<file path="config.mk">
export PLATFORM = sky130hd
export DESIGN_NAME = tdm_out_sched
export DESIGN_NICKNAME = d
export VERILOG_FILES = /design/src/rtl/tdm_pkg.sv /design/src/rtl/tdm_strobe_gen.sv /design/src/rtl/tdm_out_sched.sv
export SDC_FILE = /design/constraint.sdc
export NUM_CORES = 1
export LEC_CHECK = 0
export BUFFER_PORTS_ARGS = -buffer_cell sky130_fd_sc_hd__clkbuf_2
export CORE_MARGIN = 2
export CORE_UTILIZATION = 49
export CTS_CLUSTER_DIAMETER = 120
export CTS_CLUSTER_SIZE = 16
export DETAILED_ROUTE_END_ITERATION = 10
export PLACE_DENSITY = 0.83
export SYNTH_ARGS = -nofsm -noshare
export SYNTH_HDL_FRONTEND = slang
export SYNTH_SLANG_ARGS = --single-unit
</file>
<file path="constraint.sdc">
create_clock -name CLK -period 4.95 [get_ports CLK]
set_clock_uncertainty 0.2 [all_clocks]
set_input_delay 0.7425 -clock CLK [delete_from_list [all_inputs] [get_ports CLK]]
set_output_delay 0.7425 -clock CLK [all_outputs]
set_load 0.005 [all_outputs]
</file>
<file path="src/rtl/tdm_pkg.sv">
// ---------------------------------------------------------------------------
// tdm_pkg
//
// Purpose : Shared definitions for the TDM output scheduler that sits between
//           the per-connector spi_master instances and the LabView parallel
//           output bus.
//
// Contents:
//   state_t      - scheduler FSM state (IDLE, SEND)
//   N_MOD        - number of spi_master modules, also the slots per frame
//   DW           - sample word width
//   DIV          - clocks per output-strobe half period (a slot is 2*DIV)
//   SYNC_CH      - channel index that tags a frame with SYNC
//   IDLE_WORD    - value driven on the data outputs between frames
//   SLOT_W       - slot counter width
//   testpat_word - builds a test-pattern word (only with TDM_TESTPAT_EN)
//
// Configuration macro: TDM_TESTPAT_EN enables the test-pattern helper.
// ---------------------------------------------------------------------------
package tdm_pkg;

  typedef enum logic {
    IDLE = 1'b0,
    SEND = 1'b1
  } state_t;

  localparam int          N_MOD     = 8;
  localparam int          DW        = 10;
  localparam int          DIV       = 5;
  localparam logic [5:0]  SYNC_CH   = 6'd2;
  localparam logic [9:0]  IDLE_WORD = 10'd512;
  localparam int          SLOT_W    = $clog2(N_MOD);

`ifdef TDM_TESTPAT_EN
  // Pattern word {b, slot[2:0], ch}; the caller truncates or zero-extends
  // the result to its own word width.
  function automatic logic [31:0] testpat_word(input logic       b,
                                               input logic [2:0] slot,
                                               input logic [5:0] ch);
    return {22'd0, b, slot, ch};
  endfunction
`endif

endpackage

</file>
<file path="src/rtl/tdm_strobe_gen.sv">
// ---------------------------------------------------------------------------
// tdm_strobe_gen
//
// Purpose : Slot timing for the TDM output scheduler. Counts 2*DIV clocks per
//           slot, produces the registered output strobe (low for the first
//           DIV clocks of a slot, high for the second DIV clocks) and a
//           combinational slot_adv pulse on the last clock of every slot.
//
// Ports:
//   CLK          in  div_clk, rising edge
//   RST_b        in  synchronous active-low reset
//   start        in  frame start; restarts the divider from zero
//   run          in  high while the scheduler is sending a frame
//   data_out_clk out registered output strobe
//   slot_adv     out high on the last clock of the current slot
// ---------------------------------------------------------------------------
module tdm_strobe_gen
  import tdm_pkg::*;
#(
  parameter int DIV = tdm_pkg::DIV
) (
  input  logic CLK,
  input  logic RST_b,
  input  logic start,
  input  logic run,
  output logic data_out_clk,
  output logic slot_adv
);

  localparam int DIV_W = $clog2(2 * DIV);

  localparam logic [DIV_W-1:0] DIV_LAST = DIV_W'(2 * DIV - 1);
  localparam logic [DIV_W-1:0] DIV_HALF = DIV_W'(DIV);

  logic [DIV_W-1:0] div;

  assign slot_adv = run && (div == DIV_LAST);

  // The strobe is registered from the divider value, so the first rising
  // edge appears DIV+1 clocks after the frame start edge.
  always_ff @(posedge CLK) begin
    if (!RST_b) begin
      div          <= '0;
      data_out_clk <= 1'b0;
    end else begin
      if (start || !run) begin
        div <= '0;
      end else if (div == DIV_LAST) begin
        div <= '0;
      end else begin
        div <= div + DIV_W'(1);
      end
      data_out_clk <= run && (div >= DIV_HALF);
    end
  end

endmodule

</file>
<file path="src/rtl/tdm_out_sched.sv">
// ---------------------------------------------------------------------------
// tdm_out_sched
//
// Purpose : Time-division output scheduler. On each accepted frame_stb it
//           snapshots the A and B words of all N_MOD spi_master modules and
//           then sends them as N_MOD slots of {A,B} pairs, each slot 2*DIV
//           clocks long, with an output strobe, a frame SYNC marker and a
//           sticky overrun flag for frames that arrive while still sending.
//
// Ports:
//   CLK          in  div_clk, rising edge
//   RST_b        in  synchronous active-low reset
//   test_mode    in  capture test pattern instead of live data
//                    (present only with TDM_TESTPAT_EN)
//   en           in  scheduler enable, sampled only when idle
//   frame_stb    in  one-clock pulse, new DATA_A/B valid
//   ch_in        in  channel index of the presented conversion
//   data_a_in    in  flattened DATA_A, module 0 in the LSBs
//   data_b_in    in  flattened DATA_B, module 0 in the LSBs
//   clr_ovr      in  clears the overrun flag
//   data_out_a   out slot A word
//   data_out_b   out slot B word
//   data_out_clk out output strobe, receiver samples on its rising edge
//   sync         out frame marker, high during slot 0 of a tagged frame
//   busy         out high while a frame is being sent
//   overrun      out sticky, a frame was dropped
//   frame_cnt    out frames sent, wraps
//
// Configuration macro: TDM_TESTPAT_EN adds the test_mode input.
// ---------------------------------------------------------------------------
module tdm_out_sched
  import tdm_pkg::*;
#(
  parameter int             N_MOD     = tdm_pkg::N_MOD,
  parameter int             DW        = tdm_pkg::DW,
  parameter int             DIV       = tdm_pkg::DIV,
  parameter logic [5:0]     SYNC_CH   = tdm_pkg::SYNC_CH,
  parameter logic [DW-1:0]  IDLE_WORD = tdm_pkg::IDLE_WORD
) (
  input  logic                CLK,
  input  logic                RST_b,
`ifdef TDM_TESTPAT_EN
  input  logic                test_mode,
`endif
  input  logic                en,
  input  logic                frame_stb,
  input  logic [5:0]          ch_in,
  input  logic [N_MOD*DW-1:0] data_a_in,
  input  logic [N_MOD*DW-1:0] data_b_in,
  input  logic                clr_ovr,
  output logic [DW-1:0]       data_out_a,
  output logic [DW-1:0]       data_out_b,
  output logic                data_out_clk,
  output logic                sync,
  output logic                busy,
  output logic                overrun,
  output logic [15:0]         frame_cnt
);

  localparam int SLOT_BITS = $clog2(N_MOD);

  localparam logic [SLOT_BITS-1:0] SLOT_LAST = SLOT_BITS'(N_MOD - 1);

  state_t               state;
  logic [SLOT_BITS-1:0] slot;
  logic [DW-1:0]        shadow_a [N_MOD];
  logic [DW-1:0]        shadow_b [N_MOD];
  logic                 sync_tag;

  logic start_frame;
  logic in_send;
  logic slot_adv;
  logic last_slot;
  logic ovr_evt;

  assign in_send     = (state == SEND);
  assign start_frame = (state == IDLE) && frame_stb && en;
  assign last_slot   = slot_adv && (slot == SLOT_LAST);
  // The last clock of a frame still counts as SEND, so a strobe there is
  // dropped rather than accepted.
  assign ovr_evt     = in_send && frame_stb;

  tdm_strobe_gen #(
    .DIV (DIV)
  ) u_strobe (
    .CLK          (CLK),
    .RST_b        (RST_b),
    .start        (start_frame),
    .run          (in_send),
    .data_out_clk (data_out_clk),
    .slot_adv     (slot_adv)
  );

  // Shadow capture decouples the outgoing frame from later spi_master
  // updates; it is written only on an accepted frame start.
  always_ff @(posedge CLK) begin
    if (!RST_b) begin
      sync_tag <= 1'b0;
      for (int i = 0; i < N_MOD; i++) begin
        shadow_a[i] <= IDLE_WORD;
        shadow_b[i] <= IDLE_WORD;
      end
    end else if (start_frame) begin
      sync_tag <= (ch_in == SYNC_CH);
      for (int i = 0; i < N_MOD; i++) begin
`ifdef TDM_TESTPAT_EN
        if (test_mode) begin
          shadow_a[i] <= DW'(testpat_word(1'b0, 3'(i), ch_in));
          shadow_b[i] <= DW'(testpat_word(1'b1, 3'(i), ch_in));
        end else begin
          shadow_a[i] <= data_a_in[i*DW +: DW];
          shadow_b[i] <= data_b_in[i*DW +: DW];
        end
`else
        shadow_a[i] <= data_a_in[i*DW +: DW];
        shadow_b[i] <= data_b_in[i*DW +: DW];
`endif
      end
    end
  end

  // Scheduler FSM. The bus outputs are registered from the current state
  // and slot, so they trail the FSM by one clock: data appears on the edge
  // after the start edge and returns to IDLE_WORD one edge after the FSM
  // has gone back to IDLE, giving exactly N_MOD*2*DIV clocks of data.
  always_ff @(posedge CLK) begin
    if (!RST_b) begin
      state      <= IDLE;
      slot       <= '0;
      data_out_a <= IDLE_WORD;
      data_out_b <= IDLE_WORD;
      sync       <= 1'b0;
      busy       <= 1'b0;
      overrun    <= 1'b0;
      frame_cnt  <= 16'd0;
    end else begin
      case (state)
        IDLE: begin
          if (start_frame) begin
            state <= SEND;
            slot  <= '0;
          end
        end
        SEND: begin
          if (slot_adv) begin
            if (last_slot) begin
              state     <= IDLE;
              slot      <= '0;
              frame_cnt <= frame_cnt + 16'd1;
            end else begin
              slot <= slot + SLOT_BITS'(1);
            end
          end
        end
        default: begin
          state <= IDLE;
          slot  <= '0;
        end
      endcase

      busy       <= in_send;
      sync       <= in_send && sync_tag && (slot == '0);
      data_out_a <= in_send ? shadow_a[slot] : IDLE_WORD;
      data_out_b <= in_send ? shadow_b[slot] : IDLE_WORD;

      // A new overrun takes priority over a simultaneous clear.
      if (ovr_evt) begin
        overrun <= 1'b1;
      end else if (clr_ovr) begin
        overrun <= 1'b0;
      end
    end
  end

endmodule

</file>
==> results.toml, run 1 <==
[outcome]
outcome = "complete, no violations"

[clock_network]
htree_levels = 1
hold_buffers = 0
clk_pin_slew_ns = 0.07
cts_buffers = 17
ctsRootBufferMaster = "clkbuf_16"
cts_repair_resize_count = 0
cts_buffer_depth = 3
post-cts-setup-buffers = 0
insertion_delay_ns = 0.48
cts_tree = "built"
cts_sinks = 209

[power_and_ir_drop]
p_leak_uw = 0.00452
ir_worst_vdd_mv = 0.253
power_uw = 3510
power.density_nw_per_um2 = 330

[synthesis]
yosysSeqAreaShare_pct = 64.8
yosys_register_bits = 209
syn_area_sq_um = 8920
synth_top_family_by_area = "simple AND/OR/NAND/NOR gates"
synth_xor_area_share_pct = 0.883
yosysUniqueCellTypes = 36
synth_compound_gate_area_share_pct = 0.982
synth-adder-area-share_pct = 0.982
synth.avg_cell_area_sq_um = 14.4
async_reset_ff_share_pct = 0
synth_edf_count = 160
synth_ff_type = "edfxtp_1"
synth-simple-area-share_pct = 16.9
muxShareOfSynthArea_pct = 12.9
syn-num-nets = 796
synth_cells = 618
yosys_warnings = 0

[floorplan]
io_pins = 211
die_w_um = 139
rows = 49
core_area_sq_um = 17900
die_h_um = 139
start_util_pct = 49.8
die-area_sq_um = 19300

[finish]
final_util_pct = 59.3
drive_gt1_share_pct = 34.4
antennaDiodeCount = 0
fillers = 1418
fin_nets = 981
area_growth_syn_to_layout_pct = 19.0
register_area_sq_um = 5790
multi_input_comb_area_sq_um = 2940
mostFrequentLayoutCell = "clkbuf_2"
layout_common_cells = "clkbuf_2 (209), edfxtp_1 (160), and3_1 (110)"

[timing]
whs_ns = 0.259
finalCriticalPeriod_ns = 2.86
relSlewSlack_pct = 21.8
min_period_over_period_pct = 57.9
setup_tns_ns = 0
fmax_ghz = 0.349
rsz0062_at_grt = "false"
drv_slew = 0
tightest_slew_ns = 1.17
setup_violations = 0
fin_ws_ns = 2.09
finalHoldViolations = 0

[grt]
track_usage_pct = 19.9
grt_pass1_wl_mm = 30.0
antenna_found_initial = 0
gr-total-overflow = 0
first_global_vias = 5655
grt_max_degree = 139

[critical_path]
cp-end-kind = "flip-flop"
slowest_delay_ns = 0.95
crit_path_top_delay_cell = "dfxtp_4"
crit_type = "reg2reg"
path_cells = "ha_1 -> ha_1 -> nand4_1 -> nor3_1 -> nand4_1 -> mux2i_1"
arrival_ns = 3.04
worstPathRequired_ns = 5.12
cp_max_fo = 44
start_kind = "flip-flop"

[placement]
place_hpwl_mm = 13.2
routabilityCongestion = 0.807
portBuffers = 210
place_ws_ns = 1.76

[detailed_routing]
drtPass1Iterations = 5
viasPerCell = 5.51
ant_nets = 0
avgRoutedWirePerCell_um = 19.0
vias = 5748
drtIter0Drc = 410
routed_wl_mm = 19.8
route.detailed.drc = 0

[hold_path]
holdCritPathClass = "reg2reg"

[flow_run]
max_cap_violations = 0
## layer usage
metal,vias to the layer above,GRT usage [%],wire length [um]
met3,33,3.83,1490
met4,0,5.48,523
met1,2786,26.6,7790
met5,-,0,0
li1,2674,-,-
met2,255,33.7,9990
## flip-flops by register name, summed over array words and instances, names as in the netlist
signal	cells
u_strobe.data_out_clk	1
data_out_b	10
data_out_a	10
frame_cnt	16
shadow_a	80
in_send	1
sync_tag	1
busy	1
overrun	1
slot	3
sync	1
shadow_b	80
u_strobe.div	4
## area by class of cell
type,count,share of cell area (%)
clock inverters,3,0.271
repair buffers,215,10.3
well taps,229,2.70
inverters,7,0.247
clock buffers,27,4.36
multi-input cells,353,27.6
flip-flops and latches,209,54.5
## through the flow
| step | cell area (sq um) | cells |
|---|---|---|
| 6_report | 10600 | 1043 |
| 5_1_grt | 10600 | 1043 |
| 4_1_cts | 10600 | 1043 |
| 3_5_place_dp | 10100 | 1013 |
| 3_3_place_gp | 10100 | 1013 |
| 2_1_floorplan | 8920 | 618 |
## synth_stat cells (2+ instances only)
library cell  number  share of area (%)
a21boi_0           4               0.34
a21oi_1            5               0.28
and2_1            44                3.1
and3_1           110                7.7
and4_1             2               0.20
buf_1              2              0.084
buf_2              7               0.39
clkbuf_1          40                1.7
dfxtp_1           49                 11
edfxtp_1         160                 54
ha_1               7               0.98
inv_1              7               0.29
mux2i_1           24                2.7
mux4_2            40                 10
nand2_1           22               0.93
nand2b_1          22                1.5
nand3_1            6               0.34
nand4_1            3               0.21
nand4b_1           3               0.29
nor2_1            22               0.93
nor2b_1            4               0.28
nor3_1             7               0.39
nor3b_1            3               0.25
nor4_1             3               0.21
o21ai_0            2               0.11
or3_1              3               0.21
xnor2_1            5               0.49
xor2_1             4               0.39
## worst paths after layout
check                                           start                          to  slack (ns)  cells past startpoint
worst max-delay path             slot[0]$_SDFFE_PN0P_  frame_cnt[13]$_SDFFE_PN0P_        2.09                      6
worst min-delay path            sync_tag$_SDFFE_PN0P_             sync$_SDFF_PN0_        0.26                      2
worst max register to register   slot[0]$_SDFFE_PN0P_  frame_cnt[13]$_SDFFE_PN0P_        2.09                      6
worst min register to register  sync_tag$_SDFFE_PN0P_             sync$_SDFF_PN0_        0.26                      2
## power by group
part	leakage [uW]	internal (uW)	switching, uW
registers	0.00204	1990	26.0
clock network	0.000238	654	602
logic	0.00223	110	123
total	0.00452	2760	751
## critical path: cells and delay by family, from the launching register on
kind	cells	cell delay, ns
mux	1	0.15
fa+ha+maj	2	0.58
simple gates	3	0.88
flops	1	0.95
## kinds of logic after synthesis
group	after synthesis
and+or+nand+nor	258
AOI/OAI and AO/OA	14
buffers and inverters	56
DFF	209
adders and majority gates	7
muxes	65
xor gates and xnor gates	9
Note: power is estimated with default switching activity, not from simulation.
==> inputs of run 2 (changes only) <==
Settings changed: CORE_UTILIZATION 49 to 54, PLACE_DENSITY 0.83 to 0.86.
Clock period 4.95 ns to 2.75 ns, I/O delays scaled along.
==> results.toml, run 2 (same netlist as run 1, synthesis figures left out) <==
[outcome]
outcome = "complete, no violations"

[critical_path]
cpLargestDelayFamily = "simple AND/OR/NAND/NOR gates"
arrival_ns = 2.36
cp_max_fo = 8
crit_type = "reg2reg"
start_kind = "flip-flop"
slowest_delay_ns = 0.44
worstPathRequired_ns = 2.92
crit_path_top_delay_cell = "nor3_1"
r2r_end = "frame_cnt[13]$_SDFFE_PN0P_"
path_cells = "ha_1 -> nand4b_1 -> buf_4 -> nor3_1 -> nand4_1 -> mux2i_1"
crit_buf_inv = 1
cp-end-kind = "flip-flop"
worst_r2r_path_depth = 6
cp-startpoint = "u_strobe.div[0]$_SDFF_PP0_"
rr_startpoint = "u_strobe.div[0]$_SDFF_PP0_"
reg2reg_slack_ns = 0.55

[power_and_ir_drop]
ir_worst_vdd_mv = 0.505
p_leak_uw = 0.00462
power.density_nw_per_um2 = 581

[hold_path]
holdPathStages = 2
min_from = "data_b_in[76]"
holdCritPathClass = "in2reg"
hold_end = "shadow_b[7][6]$_SDFFCE_PN0P_"

[finish]
area_growth_syn_to_layout_pct = 21.6
drive_gt1_share_pct = 34.5
mostFrequentLayoutCell = "clkbuf_2"
antennaDiodeCount = 0
fillers = 1141
layout_common_cells = "clkbuf_2 (209), edfxtp_1 (160), and3_1 (110)"
final_util_pct = 67.8
fin_nets = 1003
top_regs = "shadow_a (80), shadow_b (80), frame_cnt (16)"

[placement]
portBuffers = 210
place_hpwl_mm = 13.1
routabilityCongestion = 0.798
place_ws_ns = 0.561

[floorplan]
rows = 46
die-area_sq_um = 17600
core_area_sq_um = 16000
io_pins = 211
die_w_um = 133
start_util_pct = 55.8
die_h_um = 133

[clock_network]
cts_buffer_depth = 3
insertion_delay_ns = 0.47
cts_tree = "built"
ctsRootBufferMaster = "clkbuf_16"
clk_pin_slew_ns = 0.07
cts_buffers = 17
cts_sinks = 209
htree_levels = 1

[detailed_routing]
routed_wl_mm = 19.6
vias = 5724
drtPass1Iterations = 5
avgRoutedWirePerCell_um = 18.6
route.detailed.drc = 0
viasPerCell = 5.45
ant_nets = 0
drtIter0Drc = 435

[timing]
fin_ws_ns = 0.552
fmax_ghz = 0.455
finalCriticalPeriod_ns = 2.20
tightest_slew_ns = 0.705
setup_violations = 0
drv_slew = 0
setup_tns_ns = 0
finalHoldViolations = 0
min_period_over_period_pct = 79.9
relSlewSlack_pct = 53.0
rsz0062_at_grt = "false"
whs_ns = 0.0176

[grt]
antenna_found_initial = 1
met1_usage_pct = 27.5
met3_usage_pct = 4.90
top_usage_layer = "met2"
track_usage_pct = 22.2
met2_usage_pct = 40.1
gr-total-overflow = 0
grt_pass1_wl_mm = 30.2
grt_max_degree = 95
first_global_vias = 5789

[flow_run]
max_cap_violations = 0
[run 2: cell types whose count changed in the layout (fill, tap and decap cells not counted)]
cell           before  now
buf_12              0    4
buf_4               6   10
clkbuf_1           10    9
clkbuf_4            0    1
dlygate4sd3_1       0   14
inv_1               8    7
inv_6               1    0
[run 2: worst max path at each step]
stage / to / cells past startpoint
3_5_place_dp: frame_cnt[13]$_SDFFE_PN0P_ / 6
5_1_grt: frame_cnt[13]$_SDFFE_PN0P_ / 6
2_1_floorplan: shadow_a[0][0]$_SDFFCE_PN0P_ / 3
3_3_place_gp: frame_cnt[13]$_SDFFE_PN0P_ / 7
6_report: frame_cnt[13]$_SDFFE_PN0P_ / 6
4_1_cts: frame_cnt[13]$_SDFFE_PN0P_ / 6
[run 2: per-stage QoR]
step	cells	total power [uW]	instance area (sq um)
after floorplan	618	3910	8930
after global placement	1008	4110	10200
after detailed placement	1008	4130	10200
after CTS	1050	6350	10800
after global routing	1050	6500	10800
final	1050	6310	10800
[run 2: worst reg2reg max path: stages (launching register included)]
cell	delay, ns
dfxtp_1	0.38
ha_1	0.25
nand4b_1	0.24
buf_4	0.24
nor3_1	0.44
nand4_1	0.19
mux2i_1	0.15
[run 2: where the power goes]
part	internal [uW]	total, uW	switching (uW)
Combinational	225	451	225
Clock	1180	2230	1050
Sequential	3580	3620	44.1
[run 2: timing repair]
action,CTS,global route
hold buffers,14,0
buffers inserted,0,0
hold endpoints to repair,14,0
gates resized for setup,0,0
[run 2: routing by layer]
layer	share of wire (%)	vias up	wire, um
li1	-	2715	-
met2	52	236	10200
met3	7.6	30	1490
met4	1.8	0	362
met1	39	2743	7550
met5	0	-	0
[run 2: cell type report]
type                    instances  area (sq um)  area share, %
multi-input cells             353          2940           27.1
repair buffers                237          1340           12.4
clock buffers                  27           467           4.30
inverters                       7          26.3          0.242
flip-flops and latches        209          5790           53.4
well taps                     216           270           2.49
clock inverters                 1          16.3          0.150
==> inputs of run 3 (changes only) <==
Settings changed: ABC_AREA set to 1, CORE_UTILIZATION 54 to 50, PLACE_DENSITY 0.86 to 0.83.
Clock period 2.75 ns to 1.77 ns, I/O delays scaled along.
==> results.toml, run 3 <==
[detailed_routing]
avgRoutedWirePerCell_um = 17.6
vias = 8549
ant_nets = 0
drtIter0Drc = 640
route.detailed.drc = 0
routed_wl_mm = 29.5
viasPerCell = 5.10
drtPass1Iterations = 5

[finish]
drive_gt1_share_pct = 27.1
layout_common_cells = "clkbuf_2 (210), inv_1 (186), dlygate4sd3_1 (168)"
design_area_sq_um = 13800
top_regs = "shadow_a (80), shadow_b (80), frame_cnt (16)"
instances_no_fill = 1676
fin_nets = 1577
mostFrequentLayoutCell = "clkbuf_2"
final_util_pct = 70.3
area_growth_syn_to_layout_pct = 36.9

[power_and_ir_drop]
power_uw = 10400
power.density_nw_per_um2 = 754
p_leak_uw = 0.00629
ir_worst_vdd_mv = 0.563

[timing]
fin_ws_ns = -0.00251
finalCriticalPeriod_ns = 1.77
setup_tns_ns = -0.00251
finalHoldViolations = 0
tightest_slew_ns = 0.426
drv_slew = 0
fmax_ghz = 0.564
setup_violations = 1
relSlewSlack_pct = 71.6
min_period_over_period_pct = 100

[grt]
track_usage_pct = 27.2
antenna_found_initial = 1
gr-total-overflow = 0
grt_pass1_wl_mm = 45.7
grt_max_degree = 83
first_global_vias = 8865

[critical_path]
cpLargestDelayFamily = "buffers and inverters"
start_kind = "flip-flop"
cp-end-kind = "flip-flop"
crit_buf_inv = 3
reg2reg_slack_ns = -0.003
cp_max_fo = 39
slowest_delay_ns = 0.33
crit_top_cell = "nand2_1"
worstPathRequired_ns = 2.00
path_cells = "buf_4 -> inv_1 -> buf_12 -> o21ai_0 -> o22ai_1 -> nand2_1 -> nand2_1"
crit_path_top_delay_cell = "dfxtp_2"
crit_type = "reg2reg"
arrival_ns = 2.00

[placement]
postPlaceCellArea_sq_um = 11600
place_hpwl_mm = 16.1
portBuffers = 210
placed_cells = 1477
routabilityCongestion = 0.834

[outcome]
outcome = "finished with violations"
violations = "setup timing"

[synthesis]
async_reset_ff_share_pct = 0
syn_area_sq_um = 10100
synth_edf_count = 160
syn-num-nets = 1194
synth_area_leaders = "edfxtp_1 (48%), nor2_4 (10%), dfxtp_1 (9.7%)"
yosys_register_bits = 209
synthTopCellsByCount = "inv_1 (187), edfxtp_1 (160), nand2_1 (150), nor2_1 (131), nor2_4 (91)"
yosysSeqAreaShare_pct = 57.4
yosysMostFrequentCell = "inv_1"
yosysTopAreaCell = "edfxtp_1"
synth_ff_type = "edfxtp_1"
yosys_warnings = 0
synth_top_area_share_pct = 47.6
synth_cells = 1016
synth.avg_cell_area_sq_um = 9.93
yosysUniqueCellTypes = 32

[clock_network]
cts_buffers = 17
ctsRootBufferMaster = "clkbuf_16"
cts_tree = "built"
cts_buffer_depth = 3
clk_pin_slew_ns = 0.07
htree_levels = 1
insertion_delay_ns = 0.49
post-cts-setup-buffers = 0
cts_sinks = 209

[floorplan]
die_w_um = 146
start_util_pct = 51.3
die_h_um = 146
die-area_sq_um = 21300
io_pins = 211
core_area_sq_um = 19700
rows = 51

[flow_run]
max_cap_violations = 0

[hold_path]
holdCritPathClass = "in2reg"
## run 3: changes by cell type in the layout (fill, tap and decap cells not counted), moves of 22 or more
cell and delta:
inv_1 +179, dlygate4sd3_1 +154, nand2_1 +127, and3_1 -109, nor2_1 +106, nor2_4 +94
o21ai_0 +78, and2_1 -44, mux4_2 -40, o22ai_1 +37, mux2i_1 -24, nand2b_1 -22
## run 3: cell families (layout without fill, tap and decap cells)
| kind of cell | after synthesis | in the layout | synth area share [%] |
|---|---|---|---|
| AND/OR/NAND/NOR | 425 | 425 | 23.6 |
| buffers and inverters | 238 | 631 | 10.8 |
| flip-flops | 209 | 209 | 57.4 |
| AO/OA/AOI/OAI | 136 | 136 | 7.28 |
| adder cells (fa/ha/maj) | 7 | 7 | 0.868 |
| XOR/XNOR | 1 | 1 | 0.0869 |
| other | 0 | 2 | 0 |
## run 3: layout make-up
cell class	instances	area, sq um
antenna	2	5.00
timing repair buffer	413	3190
multi-input combinational	569	3280
inverter	189	717
tap	265	332
clock inverter	2	25.0
clock buffer	27	463
sequential	209	5790
fill	1299	5850
## run 3: what timing repair did
item,4_1_cts,5_1_grt
hold buffers,168,0
resized for setup,0,15
hold endpoints to repair,162,0
setup endpoints to repair,0,18
## run 3: tightest hold or removal path, delay by kind of cell
family / cells / cell delay, ns
buffers and inverters: 1 / 0.09
AO/OA/AOI/OAI: 1 / 0.08
AND/OR/NAND/NOR: 2 / 0.26
## run 3: power breakdown
part           leakage [uW]  switching (uW)  internal, uW
clock network      0.000233            1740          1830
logic               0.00401             621           578
registers           0.00204            84.3          5560
## run 3: routing by layer
metal	GRT usage, %	part of all wire (%)	routed length [um]	vias up
li1	-	-	-	3983
met1	30.3	35	10400	3987
met2	50.6	52	15400	465
met3	4.47	7.4	2190	114
met4	13.0	5.2	1540	0
met5	0	0	0	-
## run 3: worst paths after layout
| path | cells past startpoint | endpoint | startpoint |
|---|---|---|---|
| setup / recovery | 7 | data_out_a[8]$_SDFF_PN0_ | slot[1]$_SDFFE_PN0P_ |
| hold reg to reg | 1 | u_strobe.div[0]$_SDFF_PP0_ | u_strobe.div[0]$_SDFF_PP0_ |
| hold / removal | 4 | slot[0]$_SDFFE_PN0P_ | en |
| setup reg to reg | 7 | data_out_a[8]$_SDFF_PN0_ | slot[1]$_SDFFE_PN0P_ |
## run 3: through the flow
step                      setup slack [ns]  hold WS, ns
final                             -0.00251       0.0672
after floorplan                    -0.0100        0.171
after global routing              -0.00815       0.0578
after detailed placement            0.0619        0.262
after CTS                           0.0413       0.0194
after global placement              0.0639        0.247
